[src/rtl/uart_fmt_pkg.sv]
// Shared definitions for the DHT reading line formatter: FSM states, ASCII
// constants and line lengths.
package uart_fmt_pkg;

    typedef enum logic [1:0] {
        ST_IDLE,
        ST_CONV,
        ST_SEND,
        ST_FIN
    } state_e;

    localparam logic [7:0] ASC_H   = 8'h48;
    localparam logic [7:0] ASC_T   = 8'h54;
    localparam logic [7:0] ASC_EQ  = 8'h3D;
    localparam logic [7:0] ASC_PCT = 8'h25;
    localparam logic [7:0] ASC_SP  = 8'h20;
    localparam logic [7:0] ASC_C   = 8'h43;
    localparam logic [7:0] ASC_CR  = 8'h0D;
    localparam logic [7:0] ASC_LF  = 8'h0A;
    localparam logic [7:0] ASC_0   = 8'h30;

    localparam int unsigned LEN_CRLF = 15;
    localparam int unsigned LEN_LF   = 14;

    function automatic logic [7:0] ascii_digit(input logic [3:0] d);
        return ASC_0 + {4'd0, d};
    endfunction

endpackage

[src/rtl/bin2bcd8.sv]
// Combinational double-dabble: 8-bit unsigned binary to three BCD digits
// {hundreds, tens, units}.
module bin2bcd8 (
    input  logic [7:0]  bin_i,
    output logic [11:0] bcd_o
);

    always_comb begin
        logic [19:0] sh;
        sh = {12'd0, bin_i};
        for (int i = 0; i < 8; i++) begin
            if (sh[11:8]  >= 4'd5) sh[11:8]  = sh[11:8]  + 4'd3;
            if (sh[15:12] >= 4'd5) sh[15:12] = sh[15:12] + 4'd3;
            if (sh[19:16] >= 4'd5) sh[19:16] = sh[19:16] + 4'd3;
            sh = sh << 1;
        end
        bcd_o = sh[19:8];
    end

endmodule

[src/rtl/dht_uart_reporter.sv]
// Formats one humidity/temperature reading as "H=hhh% T=tttC" plus line end
// and pushes it byte-by-byte into the UART TX FIFO, honouring tx_full.
module dht_uart_reporter
    import uart_fmt_pkg::*;
#(
    parameter bit EOL_CRLF = 1'b1
) (
    input  logic       clk,
    input  logic       rst,
    input  logic       start,
    input  logic [7:0] humidity,
    input  logic [7:0] temperature,
    input  logic       tx_full,
    output logic       push,
    output logic [7:0] tx_data,
    output logic       busy,
    output logic       done
);

    localparam logic [3:0] LAST_IDX = EOL_CRLF ? 4'(LEN_CRLF - 1) : 4'(LEN_LF - 1);

    state_e      state_q, state_d;
    logic [3:0]  idx_q, idx_d;
    logic [7:0]  hum_q, hum_d, tmp_q, tmp_d;
    logic [11:0] hbcd_q, hbcd_d, tbcd_q, tbcd_d;
    logic [11:0] hbcd_w, tbcd_w;

    bin2bcd8 u_hum_bcd (.bin_i(hum_q), .bcd_o(hbcd_w));
    bin2bcd8 u_tmp_bcd (.bin_i(tmp_q), .bcd_o(tbcd_w));

    function automatic logic [7:0] line_byte(input logic [3:0] i,
                                             input logic [11:0] h,
                                             input logic [11:0] t);
        case (i)
            4'd0:    return ASC_H;
            4'd1:    return ASC_EQ;
            4'd2:    return ascii_digit(h[11:8]);
            4'd3:    return ascii_digit(h[7:4]);
            4'd4:    return ascii_digit(h[3:0]);
            4'd5:    return ASC_PCT;
            4'd6:    return ASC_SP;
            4'd7:    return ASC_T;
            4'd8:    return ASC_EQ;
            4'd9:    return ascii_digit(t[11:8]);
            4'd10:   return ascii_digit(t[7:4]);
            4'd11:   return ascii_digit(t[3:0]);
            4'd12:   return ASC_C;
            4'd13:   return EOL_CRLF ? ASC_CR : ASC_LF;
            4'd14:   return ASC_LF;
            default: return 8'h00;
        endcase
    endfunction

    always_ff @(posedge clk) begin
        if (!rst) begin
            state_q <= ST_IDLE;
            idx_q   <= 4'd0;
            hum_q   <= 8'd0;
            tmp_q   <= 8'd0;
            hbcd_q  <= 12'd0;
            tbcd_q  <= 12'd0;
        end else begin
            state_q <= state_d;
            idx_q   <= idx_d;
            hum_q   <= hum_d;
            tmp_q   <= tmp_d;
            hbcd_q  <= hbcd_d;
            tbcd_q  <= tbcd_d;
        end
    end

    always_comb begin
        state_d = state_q;
        idx_d   = idx_q;
        hum_d   = hum_q;
        tmp_d   = tmp_q;
        hbcd_d  = hbcd_q;
        tbcd_d  = tbcd_q;
        push    = 1'b0;
        done    = 1'b0;
        case (state_q)
            ST_IDLE: begin
                if (start) begin
                    hum_d   = humidity;
                    tmp_d   = temperature;
                    state_d = ST_CONV;
                end
            end
            ST_CONV: begin
                hbcd_d  = hbcd_w;
                tbcd_d  = tbcd_w;
                idx_d   = 4'd0;
                state_d = ST_SEND;
            end
            ST_SEND: begin
                // Stall without advancing while the FIFO is full so no byte is dropped.
                if (!tx_full) begin
                    push  = 1'b1;
                    idx_d = idx_q + 4'd1;
                    if (idx_q == LAST_IDX) state_d = ST_FIN;
                end
            end
            ST_FIN: begin
                done    = 1'b1;
                state_d = ST_IDLE;
            end
            default: state_d = ST_IDLE;
        endcase
    end

    assign busy    = (state_q != ST_IDLE);
    assign tx_data = (state_q == ST_SEND) ? line_byte(idx_q, hbcd_q, tbcd_q) : 8'h00;

endmodule

[config.mk]
export PLATFORM = sky130hd
export DESIGN_NAME = dht_uart_reporter
export DESIGN_NICKNAME = d
export VERILOG_FILES = /design/src/rtl/uart_fmt_pkg.sv /design/src/rtl/bin2bcd8.sv /design/src/rtl/dht_uart_reporter.sv
export SDC_FILE = /design/constraint.sdc
export NUM_CORES = 1
export LEC_CHECK = 0
export BUFFER_PORTS_ARGS = -buffer_cell sky130_fd_sc_hd__buf_2
export CORE_MARGIN = 2
export CORE_UTILIZATION = 60
export DETAILED_ROUTE_END_ITERATION = 7
export PLACE_DENSITY_LB_ADDON = 0.12
export SYNTH_ARGS = -nofsm -noshare
export SYNTH_HDL_FRONTEND = slang
export SYNTH_SLANG_ARGS = --single-unit
[constraint.sdc]
create_clock -name clk -period 13.5 [get_ports clk]
set_clock_uncertainty 0.1 [all_clocks]
set_input_delay 2.7 -clock clk [delete_from_list [all_inputs] [get_ports clk]]
set_output_delay 2.7 -clock clk [all_outputs]
set_load 0.01 [all_outputs]
; ---- Word level (Yosys, flattened, before mapping)
; Cells that the tools add are included.
; Widths: inputs -> output; s select.
[totals]
reg_bits = 46
wordCells = 160
[op_classes]
reduce_logical = 8
addsub = 43
n_mux = 47
n_eq_ne = 20
n_lt_le_gt_ge = 36
[op_table]
columns = cell, count
row1 = $ge 4x3->1 const B, 30
row2 = $mux 4, 25
row3 = $pmux 7 s14, 1
row4 = $add 4x2->4 const B, 22
row5 = $add 6x4->7 const A, 6
row6 = $mux 3, 12
row7 = $eq 4x4->1 const B, 7
row8 = $add 3x2->3 const B, 8
row9 = $eq 4x3->1 const B, 4
row10 = $add 1x2->3 const B, 4
row11 = $ge 1x3->1 const B, 4
row12 = $eq 4x2->1 const B, 2
row13 = $mux 8, 1
row14 = $pmux 2 s4, 1
row15 = $pmux 4 s2, 1
row16 = $add 1x2->3 const AB, 2
row17 = $ge 1x3->1 const AB, 2
row18 = $mux 2, 3
row19 = $ne 2x2->1 const B, 3
row20 = $add 4x1->4 const B, 1
row21 = $eq 2x2->1 const B, 2
row22 = $eq 4x1->1 const B, 1
row23 = $logic_not 4->1, 1
row24 = $reduce_and 2->1, 2
row25 = other kinds (6), 9

; ---- Logic depth before layout (Yosys ltp)
[logic_depth]
word_depth = 14
depth_mapped = 24

; ---- Hierarchy
; From an unflattened synthesis, not the netlist that was laid out.
[hier_totals]
cells_unflattened = 529
hier_area_um2 = 4250.3
[by_module_without_submodules]
columns = mod, cells_each, instances, area_each_um2, seq_area_each_um2
row1 = dht_uart_reporter, 261, 1, 2311.0, 920.9
row2 = bin2bcd8, 134, 2, 969.7, 0.0

; ---- Worst setup path after synthesis
; Ideal clock, no wire load.
[synth_timing]
path_type = input -> output
start = in tx_full
end = out push
required_time_ns = 10.700
arrival_ns = 2.971
slack_ns = 7.729
cell_stages = 1
path_cell_list = nor2b_1
[synth_via]
elab_chain_len = 2
[synth_rtl]
columns = element, line_no
row1 = from (decl), dht_uart_reporter.sv:13  ; input logic tx_full,
row2 = $mux 1, dht_uart_reporter.sv:97  ; if (!tx_full) begin
row3 = $mux 1, dht_uart_reporter.sv:81  ; case (state_q)
row4 = to (decl), dht_uart_reporter.sv:14  ; output logic push,
; No other way between the ends.

; ---- Worst setup path in the final report
; Ends and elaborated chain as after synthesis.

==> results.yml <==
status:
  status: "complete, no violations"
sta:
  rsz0062_at_grt: "no"
  worst_slew_pin_slew_ps: 807
  maxSlewHeadroom_pct: 46.1
  finalHoldViolCount: 0
  max_clock_freq_ghz: 0.166
  drv_slew: 0
  finalSetupViolCount: 0
  fin_crit_sh_pct: 44.5
  setup-tns-final_ps: 0
  period_needed_ps: 6010
worst_setup_path:
  slowest_stage: "nor2b_1"
  path_common_cell: "buf_2"
  worstPathRequired_ps: 10700
  crit_fanout: 4
  r2r_setup_slack_ps: 8560
  end_kind: "primary output"
  critPathKind: "input pin to primary output"
  crit_arrival_ps: 3210
  critPathLaunchType: "input pin"
  slowest_delay_ps: 220
  path_cells: "buf_2, nor2b_1, buf_2"
finish:
  fillers: 547
  drive_gt1_share_pct: 12.2
  nets: 536
  diodes: 0
  final_util_pct: 65.5
  syn2layout_area_growth_pct: 6.58
global_route:
  met3_usage_pct: 3.33
  antenna_found_initial: 0
  grtUsageTotal_pct: 24.4
  grt.overflow.total: 0
  gr-usage-met2_pct: 41.9
  top_usage_layer: "met2"
  grtUsageMet1_pct: 31.9
  first_global_vias: 2916
  grt_max_degree: 36
  grt_pass1_wl_um: 12900
floorplanning:
  die_h_um: 81.4
  core_um2: 5850
  num_io_pins: 31
  die-area_um2: 6620
  initial_core_util_pct: 61.4
  row_count: 28
  fp.dieW_um: 81.4
synth:
  synthesis.yosys.warnings: 0
  synth_edf_count: 0
  ys_ff_latch: 42
  syn_area_um2: 3590
  ys_dominant_reg_cell: "dfxtp_1"
  avgSynthCellArea_um2: 7.53
  synth_area_leader_cell: "dfxtp_1"
  synth.area.top_cells: "dfxtp_1 23%, ha_1 9.4%, nand2_1 6.4%, a21oi_1 5.8%, o21ai_0 5.0%"
  ys_types: 72
  synth_seq_area_share_pct: 23.4
  synth.top_cell.area_share_pct: 23.4
  syn-num-nets: 524
  synthesis.instances: 477
  synthArstFlopShare_pct: 0
power:
  leakage_uw: 0.00153
  powerDensity_nw_per_um2: 188
  switching_share_pct: 47.8
  p_int_uw: 375
  power.share.clock_pct: 11.4
  ir_drop_v: 0.000119
  p_sw_uw: 343
  seqPwrFrac_pct: 26.1
  power_frac_comb_pct: 62.5
detailed_routing:
  dr.pass1.iters: 4
  wl_um: 7750
  drcViolationCount: 0
  ant_nets: 0
  vias: 3318
  drtIter0Drc: 196
  wl_per_cell_um: 13.7
  vias_per_cell: 5.87
min_path:
  hold_path.class: "flip-flop to flip-flop"
clocking:
  holdBufCountCts: 0
  cts_setup_buffers: 0
  clkTransAtPathRegs_ps: 70
  cts_tree: "yes"
  clock_path_buffers: 2
  cts-root-buf: "clkbuf_8"
  cts_sinks: 42
  cts_htree_levels: 2
  ctsResizeCount: 0
  cts_buffers: 5
  clk_latency_ps: 300
placement:
  hpwl_um: 5800
  gp_congestion: 0.842
  place.port_buffers: 29
flow_run:
  drv_cap: 0
worst paths after layout:
kind,startpoint,end,depth (start not counted)
setup / recovery,tx_full,push,3
hold / removal,hum_q[0],hum_q[0],2
setup reg to reg,tmp_q[5],tbcd_q[5],21
hold reg to reg,hum_q[0],hum_q[0],2
kinds of logic (layout without fill, tap and decap cells):
family                     after synthesis  after routing  share of synthesized area (%)
other                                    1              1                          0.104
xor gates and xnor gates                12             12                           4.07
buffers and inverters                   54             67                           5.81
DFF                                     42             42                           23.4
and+or+nand+nor                        153            153                           19.4
muxes                                   21             21                           6.48
AOI/OAI and AO/OA                      167            167                           31.3
adders and majority gates               27             27                           9.40
per-stage QoR:
step	hold WS [ps]	area (µm²)	setup slack [ps]	power (µW)	cells
floorplan	333	3590	7730	553	477
global placement	350	3740	7520	622	557
detailed placement	352	3740	7470	636	557
CTS	363	3830	7470	720	565
global route	393	3830	7410	785	565
finish	362	3830	7490	719	565
layout by cell type, fill, tap and decap left out, drive strengths merged, types with 4 or more instances in the layout:
| cell | n |
|---|---|
| mux2 | 5 |
| inv | 28 |
| a211oi | 5 |
| a21boi | 6 |
| nor2b | 8 |
| dfxtp | 42 |
| nor3 | 6 |
| clkbuf | 5 |
| a21o | 4 |
| nand3 | 11 |
| buf | 30 |
| a21oi | 43 |
| xnor2 | 12 |
| mux2i | 16 |
| o22ai | 9 |
| nor2 | 38 |
| and3 | 4 |
| nand2 | 62 |
| ha | 27 |
| o21ai | 40 |
| nand2b | 8 |
| a31oi | 16 |
| a211o | 5 |
| and2 | 5 |
state kept, by name (all words and copies together), names as in the netlist:
register / cells
hbcd_q: 10
tbcd_q: 10
idx_q: 4
hum_q: 8
state_q: 2
tmp_q: 8
power groups by stage:
| stage | sequential [µW] | combinational, µW | clock, µW |
|---|---|---|---|
| 3_3_place_gp | 189 | 433 | 0 |
| 4_1_cts | 187 | 449 | 83.6 |
| 5_1_grt | 193 | 504 | 88.1 |
| 6_report | 188 | 450 | 81.6 |
| 2_1_floorplan | 176 | 377 | 0 |
| 3_5_place_dp | 190 | 446 | 0 |
worst max-delay path: cells and delay by family:
kind | cells | cell delay [ps]
and+or+nand+nor | 1 | 220
buffers and inverters | 2 | 290
synth_stat cells (8+ instances only):
library cell   n
nand2_1       61
a21oi_1       42
dfxtp_1       42
nor2_1        37
o21ai_0       36
inv_1         28
ha_1          27
clkbuf_1      22
a31oi_1       16
mux2i_1       15
nand3_1       11
o22ai_1        9
nand2b_1       8
nor2b_1        8
xnor2_1        8
area by class of cell:
type | count | area, µm² | area share (%)
multi-input cells | 381 | 2540 | 66.4
flip-flops and latches | 42 | 841 | 22.0
repair buffers | 30 | 153 | 3.99
inverters | 29 | 109 | 2.84
well taps | 75 | 93.8 | 2.45
clock buffers | 5 | 68.8 | 1.80
clock inverters | 3 | 21.3 | 0.555
layer usage:
metal | wire length, µm | part of all wire [%]
met1 | 3680 | 47
met2 | 3830 | 49
met3 | 114 | 1.5
met4 | 125 | 1.6
met5 | 0 | 0
Power figures use the tool's default switching activity.
